--- src/rtl/cmos_frame_capture_pkg.sv ---
// Shared types and constants for the OV7670 frame capture front end.
// Imported by the capture top and its byte packer.
package cmos_capture_pkg;

  typedef enum logic [1:0] {
    WAIT_INIT = 2'd0,
    SKIP      = 2'd1,
    CAPTURE   = 2'd2
  } cap_state_t;

  localparam int unsigned DEF_H_PIXELS = 640;
  localparam int unsigned DEF_V_LINES  = 480;

  localparam int SKIP_W = 8;
  localparam int PIX_W  = 11;
  localparam int LINE_W = 10;

endpackage

--- src/rtl/cmos_frame_capture_if.sv ---
// Camera pins in, FIFO write port and frame status out.
// The slave modport is the capture block; the master is the camera/FIFO side.
interface cmos_frame_capture_if;

  logic        cmos_vsync;
  logic        cmos_href;
  logic [7:0]  cmos_data;
  logic        cmos_frame_we;
  logic [15:0] cmos_frame_data;
  logic        cmos_frame_valid;
  logic        cmos_frame_done;
  logic        cmos_frame_err;

  modport master (
    output cmos_vsync, cmos_href, cmos_data,
    input  cmos_frame_we, cmos_frame_data, cmos_frame_valid,
    input  cmos_frame_done, cmos_frame_err
  );

  modport slave (
    input  cmos_vsync, cmos_href, cmos_data,
    output cmos_frame_we, cmos_frame_data, cmos_frame_valid,
    output cmos_frame_done, cmos_frame_err
  );

endinterface

--- src/rtl/cmos_frame_capture_byte_packer.sv ---
// Pairs consecutive camera bytes into one 16-bit RGB565 word.
// odd reports a first byte still waiting for its partner.
module cmos_byte_packer #(
  parameter bit MSB_FIRST = 1'b1
) (
  input  logic        clk,
  input  logic        rst,
  input  logic        en,
  input  logic        href,
  input  logic [7:0]  data,
  output logic        we,
  output logic [15:0] pix,
  output logic        odd
);

  logic       toggle;
  logic [7:0] first;

  // Losing href restarts the pairing so a stray byte never leaks into the next line
  always_ff @(posedge clk or posedge rst) begin
    if (rst) begin
      toggle <= 1'b0;
      first  <= 8'd0;
      we     <= 1'b0;
      pix    <= 16'd0;
    end else begin
      we <= 1'b0;
      if (!href) begin
        toggle <= 1'b0;
      end else if (en) begin
        toggle <= ~toggle;
        if (!toggle) begin
          first <= data;
        end else begin
          we  <= 1'b1;
          pix <= MSB_FIRST ? {first, data} : {data, first};
        end
      end
    end
  end

  assign odd = toggle;

endmodule

--- src/rtl/cmos_frame_capture.sv ---
// OV7670 capture front end: gates on SDRAM init, skips start-up frames,
// packs pixels for the frame buffer FIFO and checks frame geometry.
module cmos_frame_capture
  import cmos_capture_pkg::*;
#(
  parameter int unsigned FRAME_SKIP = 10,
  parameter int unsigned H_PIXELS   = DEF_H_PIXELS,
  parameter int unsigned V_LINES    = DEF_V_LINES,
  parameter bit          MSB_FIRST  = 1'b1
) (
  input  logic clk,
  input  logic rst,
  input  logic sdram_init_done,
  cmos_frame_capture_if.slave cam
);

  localparam logic [SKIP_W-1:0] SKIP_TARGET = SKIP_W'(FRAME_SKIP);
  localparam logic [PIX_W:0]    H_TARGET    = (PIX_W + 1)'(H_PIXELS);
  localparam logic [LINE_W-1:0] V_TARGET    = LINE_W'(V_LINES);

  logic              init_s1, init_s2;
  logic              vs_r1, vs_r2, hs_r1, line_act_d;
  logic [7:0]        d_r1;
  cap_state_t        state;
  logic [SKIP_W-1:0] skip_cnt;
  logic [PIX_W-1:0]  pix_cnt;
  logic [LINE_W-1:0] line_cnt;
  logic              err_flag;
  logic              fs, line_act, line_end, capturing, pack_en;
  logic              pk_we, pk_odd;
  logic [15:0]       pk_pix;
  logic [PIX_W:0]    pix_seen;

  always_ff @(posedge clk or posedge rst) begin
    if (rst) begin
      init_s1    <= 1'b0;
      init_s2    <= 1'b0;
      vs_r1      <= 1'b0;
      vs_r2      <= 1'b0;
      hs_r1      <= 1'b0;
      d_r1       <= 8'd0;
      line_act_d <= 1'b0;
    end else begin
      init_s1    <= sdram_init_done;
      init_s2    <= init_s1;
      vs_r1      <= cam.cmos_vsync;
      vs_r2      <= vs_r1;
      hs_r1      <= cam.cmos_href;
      d_r1       <= cam.cmos_data;
      line_act_d <= line_act;
    end
  end

  // Gating on init_s2 as well as the state lets an init drop kill pixels already in flight
  assign fs        = vs_r1 & ~vs_r2;
  assign line_act  = hs_r1 & ~vs_r1;
  assign line_end  = line_act_d & ~line_act;
  assign capturing = (state == CAPTURE) & init_s2;
  assign pack_en   = capturing & line_act;
  assign pix_seen  = {1'b0, pix_cnt} + {{PIX_W{1'b0}}, pk_we};

  cmos_byte_packer #(
    .MSB_FIRST (MSB_FIRST)
  ) u_packer (
    .clk  (clk),
    .rst  (rst),
    .en   (pack_en),
    .href (hs_r1),
    .data (d_r1),
    .we   (pk_we),
    .pix  (pk_pix),
    .odd  (pk_odd)
  );

  always_ff @(posedge clk or posedge rst) begin
    if (rst) begin
      state                <= WAIT_INIT;
      skip_cnt             <= '0;
      cam.cmos_frame_valid <= 1'b0;
    end else begin
      case (state)
        WAIT_INIT: begin
          if (init_s2) begin
            state    <= SKIP;
            skip_cnt <= '0;
          end
        end
        SKIP: begin
          if (!init_s2) begin
            state <= WAIT_INIT;
          end else if (fs) begin
            if (skip_cnt == SKIP_TARGET) begin
              state                <= CAPTURE;
              cam.cmos_frame_valid <= 1'b1;
            end else if (skip_cnt != '1) begin
              skip_cnt <= skip_cnt + 1'b1;
            end
          end
        end
        CAPTURE: begin
          if (!init_s2) begin
            state                <= WAIT_INIT;
            cam.cmos_frame_valid <= 1'b0;
          end
        end
        default: begin
          state                <= WAIT_INIT;
          cam.cmos_frame_valid <= 1'b0;
        end
      endcase
    end
  end

  // The last pixel of a line is still in the packer when href falls, hence pix_seen
  always_ff @(posedge clk or posedge rst) begin
    if (rst) begin
      pix_cnt             <= '0;
      line_cnt            <= '0;
      err_flag            <= 1'b0;
      cam.cmos_frame_we   <= 1'b0;
      cam.cmos_frame_data <= 16'd0;
      cam.cmos_frame_done <= 1'b0;
      cam.cmos_frame_err  <= 1'b0;
    end else begin
      cam.cmos_frame_we   <= pk_we & capturing;
      cam.cmos_frame_done <= fs & capturing;
      cam.cmos_frame_err  <= fs & capturing & (err_flag | (line_cnt != V_TARGET));
      if (pk_we & capturing) begin
        cam.cmos_frame_data <= pk_pix;
      end
      if (!capturing || fs) begin
        pix_cnt  <= '0;
        line_cnt <= '0;
        err_flag <= 1'b0;
      end else if (line_end) begin
        if ((pix_seen != H_TARGET) || pk_odd) begin
          err_flag <= 1'b1;
        end
        if (line_cnt != '1) begin
          line_cnt <= line_cnt + 1'b1;
        end
        pix_cnt <= '0;
      end else if (pk_we && (pix_cnt != '1)) begin
        pix_cnt <= pix_cnt + 1'b1;
      end
    end
  end

endmodule

--- src/flat_wrapper.sv ---
// flat-port wrapper written by rule: the top's interface ports become plain ports
module cmos_frame_capture_flat import cmos_capture_pkg::*;
#(
  parameter int unsigned FRAME_SKIP = 10,
  parameter int unsigned H_PIXELS   = DEF_H_PIXELS,
  parameter int unsigned V_LINES    = DEF_V_LINES,
  parameter bit          MSB_FIRST  = 1'b1
)
  (clk, rst, sdram_init_done, cam_cmos_vsync, cam_cmos_href, cam_cmos_data, cam_cmos_frame_we, cam_cmos_frame_data, cam_cmos_frame_valid, cam_cmos_frame_done, cam_cmos_frame_err);
  cmos_frame_capture_if cam_i ();
  input  logic clk;
  input  logic rst;
  input  logic sdram_init_done;
  input wire logic [$bits(cam_i.cmos_vsync)-1:0] cam_cmos_vsync;
  input wire logic [$bits(cam_i.cmos_href)-1:0] cam_cmos_href;
  input wire logic [$bits(cam_i.cmos_data)-1:0] cam_cmos_data;
  output wire logic [$bits(cam_i.cmos_frame_we)-1:0] cam_cmos_frame_we;
  output wire logic [$bits(cam_i.cmos_frame_data)-1:0] cam_cmos_frame_data;
  output wire logic [$bits(cam_i.cmos_frame_valid)-1:0] cam_cmos_frame_valid;
  output wire logic [$bits(cam_i.cmos_frame_done)-1:0] cam_cmos_frame_done;
  output wire logic [$bits(cam_i.cmos_frame_err)-1:0] cam_cmos_frame_err;
  assign cam_i.cmos_vsync = cam_cmos_vsync;
  assign cam_i.cmos_href = cam_cmos_href;
  assign cam_i.cmos_data = cam_cmos_data;
  assign cam_cmos_frame_we = cam_i.cmos_frame_we;
  assign cam_cmos_frame_data = cam_i.cmos_frame_data;
  assign cam_cmos_frame_valid = cam_i.cmos_frame_valid;
  assign cam_cmos_frame_done = cam_i.cmos_frame_done;
  assign cam_cmos_frame_err = cam_i.cmos_frame_err;
  cmos_frame_capture #(.FRAME_SKIP(FRAME_SKIP), .H_PIXELS(H_PIXELS), .V_LINES(V_LINES), .MSB_FIRST(MSB_FIRST)) u_core (.clk(clk), .rst(rst), .sdram_init_done(sdram_init_done), .cam(cam_i));
endmodule
--- config.mk ---
export PLATFORM = sky130hd
export DESIGN_NAME = cmos_frame_capture_flat
export DESIGN_NICKNAME = d
export VERILOG_FILES = /design/src/rtl/cmos_frame_capture_pkg.sv /design/src/rtl/cmos_frame_capture_if.sv /design/src/rtl/cmos_frame_capture_byte_packer.sv /design/src/rtl/cmos_frame_capture.sv /design/src/flat_wrapper.sv
export SDC_FILE = /design/constraint.sdc
export NUM_CORES = 1
export LEC_CHECK = 0
export CORE_UTILIZATION = 62
export DETAILED_ROUTE_END_ITERATION = 8
export PLACE_DENSITY_LB_ADDON = 0.25
export REMOVE_ABC_BUFFERS = 1
export SLEW_MARGIN = 10
export SYNTH_ARGS = -nofsm -noshare
export SYNTH_HDL_FRONTEND = slang
export SYNTH_SLANG_ARGS = --single-unit
export TNS_END_PERCENT = 100
--- constraint.sdc ---
create_clock -name clk -period 8.87 [get_ports clk]
set_clock_uncertainty 0.2 [all_clocks]
set_input_delay 0.887 -clock clk [delete_from_list [all_inputs] [get_ports clk]]
set_output_delay 0.887 -clock clk [all_outputs]
set_load 0.05 [all_outputs]
==> reports/results.tsv <==
stage	metric	value	unit
critical_path	Worst setup EP type	primary output	
critical_path	r2r startpoint	u_core.pix_cnt[0]	
cts	postcts setup bufs	0	
routing	vias	2608	
cells_and_area	Final Net Count	381	
global_route	first-pass GRT wire length	12100	um
critical_path	R2R cell count	7	
routing	Post-route DRC	0	
critical_path	reg2reg end	u_core.err_flag	
synth	cell taking the most area after synthesis	dfrtp_1	
hold_path	hold-critical path endpoint	u_core.init_s2	
power_and_ir_drop	Pint	0.547	mW
power_and_ir_drop	sw frac	0.255	
cells_and_area	final instance area	0.00455	mm^2
cells_and_area	commonest non-fill, non-tap cell in the layout	dfrtp_1	
synth	Mapped Cells	330	
timing	max frequency	376	MHz
timing	Worst-Margin Slew	0.938	ns
global_route	vias in the first global route	2581	
cells_and_area	fraction of layout cells with a size suffix above 1	0.173	
status	run status	finished clean	
synth	Synth area leaders	dfrtp_1 (57%), mux2_2 (11%), xnor2_1 (3.1%)	
hold_path	Hold Path Depth	0	
floorplanning	Die Area	0.00680	mm^2
floorplanning	io pins	33	
power_and_ir_drop	PwrDens	161	mW/mm^2
synth	share of the synthesized area in the top cell type	0.574	
cts	clock root cell	clkbuf_8	
timing	setup ws final	6.21	ns
synth	Synth Warn #	0	
synth	FFs w/ async S/R, synth	1.00	
hold_path	Hold Path Origin	u_core.init_s1	
critical_path	CP Buf/Inv Count	1	
critical_path	Worst EP required	7.78	ns
critical_path	R2R setup slack	6.22	ns
cts	clock sinks	92	
cts	CTS buffer count	9	
cells_and_area	commonest non-fill, non-tap cells in the layout	dfrtp_1 (92), mux2_2 (40), clkdlybuf4s50_1 (32)	
cells_and_area	Area Overhead vs Synth	13.4	%
global_route	global route overflow	0	
synth	Yosys cell types	47	
critical_path	CP Class	register to primary output	
power_and_ir_drop	P_sw	0.187	mW
timing	final period utilization	0.300	
global_route	largest net degree at the start of global routing	60	
cells_and_area	# fillers	431	
routing	vias per cell	5.93	
routing	wire per inst	16.5	um
cts	Clock transition at path regs	0.10	ns
cts	clock buffer depth	2	
synth	Post-synth EDFFs	0	
hold_path	HP Class	register to register	
critical_path	crit-path cells	clkdlybuf4s50_1	
floorplanning	Row Count	28	
cts	htree depth	3	
floorplanning	core area	0.00610	mm^2
cts	hold_buf cts	0	
synth	Seq/Total Area, Yosys	0.574	
critical_path	CP startpoint kind	register	
synth	Mean Syn Cell Area	12.2	um^2
place	IO buf count	32	
cts	post-CTS sizing	0	
synth	Yosys reg bits	92	
timing	min cycle time layout	2.66	ns
synth	Cell Area, Synth	0.00401	mm^2
routing	routed wire length	7250	um
power_and_ir_drop	combinational power share	0.045	
critical_path	worst-path fanout max	2	
timing	TNS Setup	0	ns
timing	Slew HR	0.373	
power_and_ir_drop	Reg power frac	0.589	
critical_path	Data arrival, critical path	1.57	ns
power_and_ir_drop	leak pwr	2.01	nW
timing	final hold violations	0	
critical_path	CP max-delay cell	clkdlybuf4s50_1	
cts	worst skew pair latency	0.36	ns
global_route	initial antenna violation count	0	
timing	RSZ-0062 raised after global routing	false	
synth	Synth Flop Type	dfrtp_1	
floorplanning	Starting Density	0.658	
flow_run	MaxCap Viol Count	0	
global_route	total track usage	0.246	
floorplanning	Die Height	82.4	um
place	Area after DPL	0.00436	mm^2
critical_path	crit-path max cell delay	0.82	ns
cts	CTS tree	yes	
critical_path	Crit path max-delay family	buffers and inverters	
power_and_ir_drop	worst vdd ir	0.105	mV
timing	final slew viol count	0	
place	pre-CTS setup slack	6.17	ns
floorplanning	Horiz. Die Dim	82.4	um
routing	post-route ant nets	0	
place	HPWL after detailed placement	4800	um
routing	first drt pass iteration count	4	
timing	final setup vio count	0	
routing	DR iter-0 viols	116	
place	routability cong.	0.843	
power_and_ir_drop	power share of the clock group	0.366	
cells_and_area	# diodes	0	
[cells in the mapped netlist, types with 5 or more instances]
library cell  instances
a21oi_1               9
clkbuf_1              8
dfrtp_1              92
ha_1                  8
inv_1                13
mux2_2               40
nand2_1              11
nand2b_1              5
nand3_1              16
nand4_1               9
nor2_1               29
nor3_1                6
o21ai_0               5
xnor2_1              14
xor2_1                5
[cell families after synthesis]
| group | after synthesis | share of synthesized area |
|---|---|---|
| muxes | 44 | 0.122 |
| adders and majority gates | 8 | 0.0250 |
| buffers and inverters | 27 | 0.0303 |
| and+or+nand+nor | 105 | 0.143 |
| xor gates and xnor gates | 19 | 0.0415 |
| AOI/OAI and AO/OA | 35 | 0.0636 |
| DFF | 92 | 0.574 |
[worst max path at each step]
stage	cells after the start	from	slack, ns	end
floorplan	1	rst	5.39	u_core.cam.cmos_frame_data[0]
global placement	3	rst	6.19	u_core.cam.cmos_frame_data[9]
detailed placement	3	rst	6.17	u_core.cam.cmos_frame_data[10]
CTS	1	u_core.cam.cmos_frame_data[10]	6.19	cam_cmos_frame_data[10]
global route	7	u_core.u_packer.we	6.11	u_core.err_flag
finish	1	u_core.cam.cmos_frame_data[10]	6.21	cam_cmos_frame_data[10]
[routing by layer]
| metal | vias up | part of all wire | global-route usage |
|---|---|---|---|
| met5 | - | 0 | 0 |
| met4 | 0 | 0.021 | 0.123 |
| met3 | 13 | 0.030 | 0.0385 |
| met2 | 50 | 0.48 | 0.387 |
| met1 | 1312 | 0.46 | 0.334 |
| li1 | 1233 | - | - |
[per-stage QoR]
| stage | hold WS, ns | power (mW) | cells | util |
|---|---|---|---|---|
| global route | 0.180 | 0.760 | 440 | 0.747 |
| CTS | 0.171 | 0.741 | 440 | 0.747 |
| global placement | 0.144 | 0.473 | 424 | 0.716 |
| finish | 0.166 | 0.734 | 440 | 0.747 |
| detailed placement | 0.143 | 0.475 | 424 | 0.716 |
| floorplan | 0.131 | 0.460 | 316 | - |
[area by class of cell]
class	count	area, um^2	area share
sequential	92	2300	0.506
multi-input combinational	211	1590	0.349
timing repair buffer	33	328	0.0720
clock buffer	9	124	0.0272
tap	75	93.8	0.0206
clock inverter	7	65.1	0.0143
inverter	13	50.0	0.0110
[power groups by stage]
| stage | combinational, mW | sequential, mW | clock (mW) |
|---|---|---|---|
| after floorplan | 0.0165 | 0.443 | 0 |
| after global placement | 0.0334 | 0.440 | 0 |
| after detailed placement | 0.0341 | 0.441 | 0 |
| after CTS | 0.0343 | 0.432 | 0.274 |
| after global routing | 0.0380 | 0.434 | 0.288 |
| final | 0.0334 | 0.432 | 0.269 |
[state kept, by name, summed over array words and instances (netlist names), 2 cells and up]
name / cells
u_core.cam.cmos_frame_data: 16
u_core.d_r1: 8
u_core.line_cnt: 10
u_core.pix_cnt: 11
u_core.skip_cnt: 8
u_core.state: 2
u_core.u_packer.first: 8
u_core.u_packer.pix: 16
Note: power is estimated with default switching activity, not from simulation.
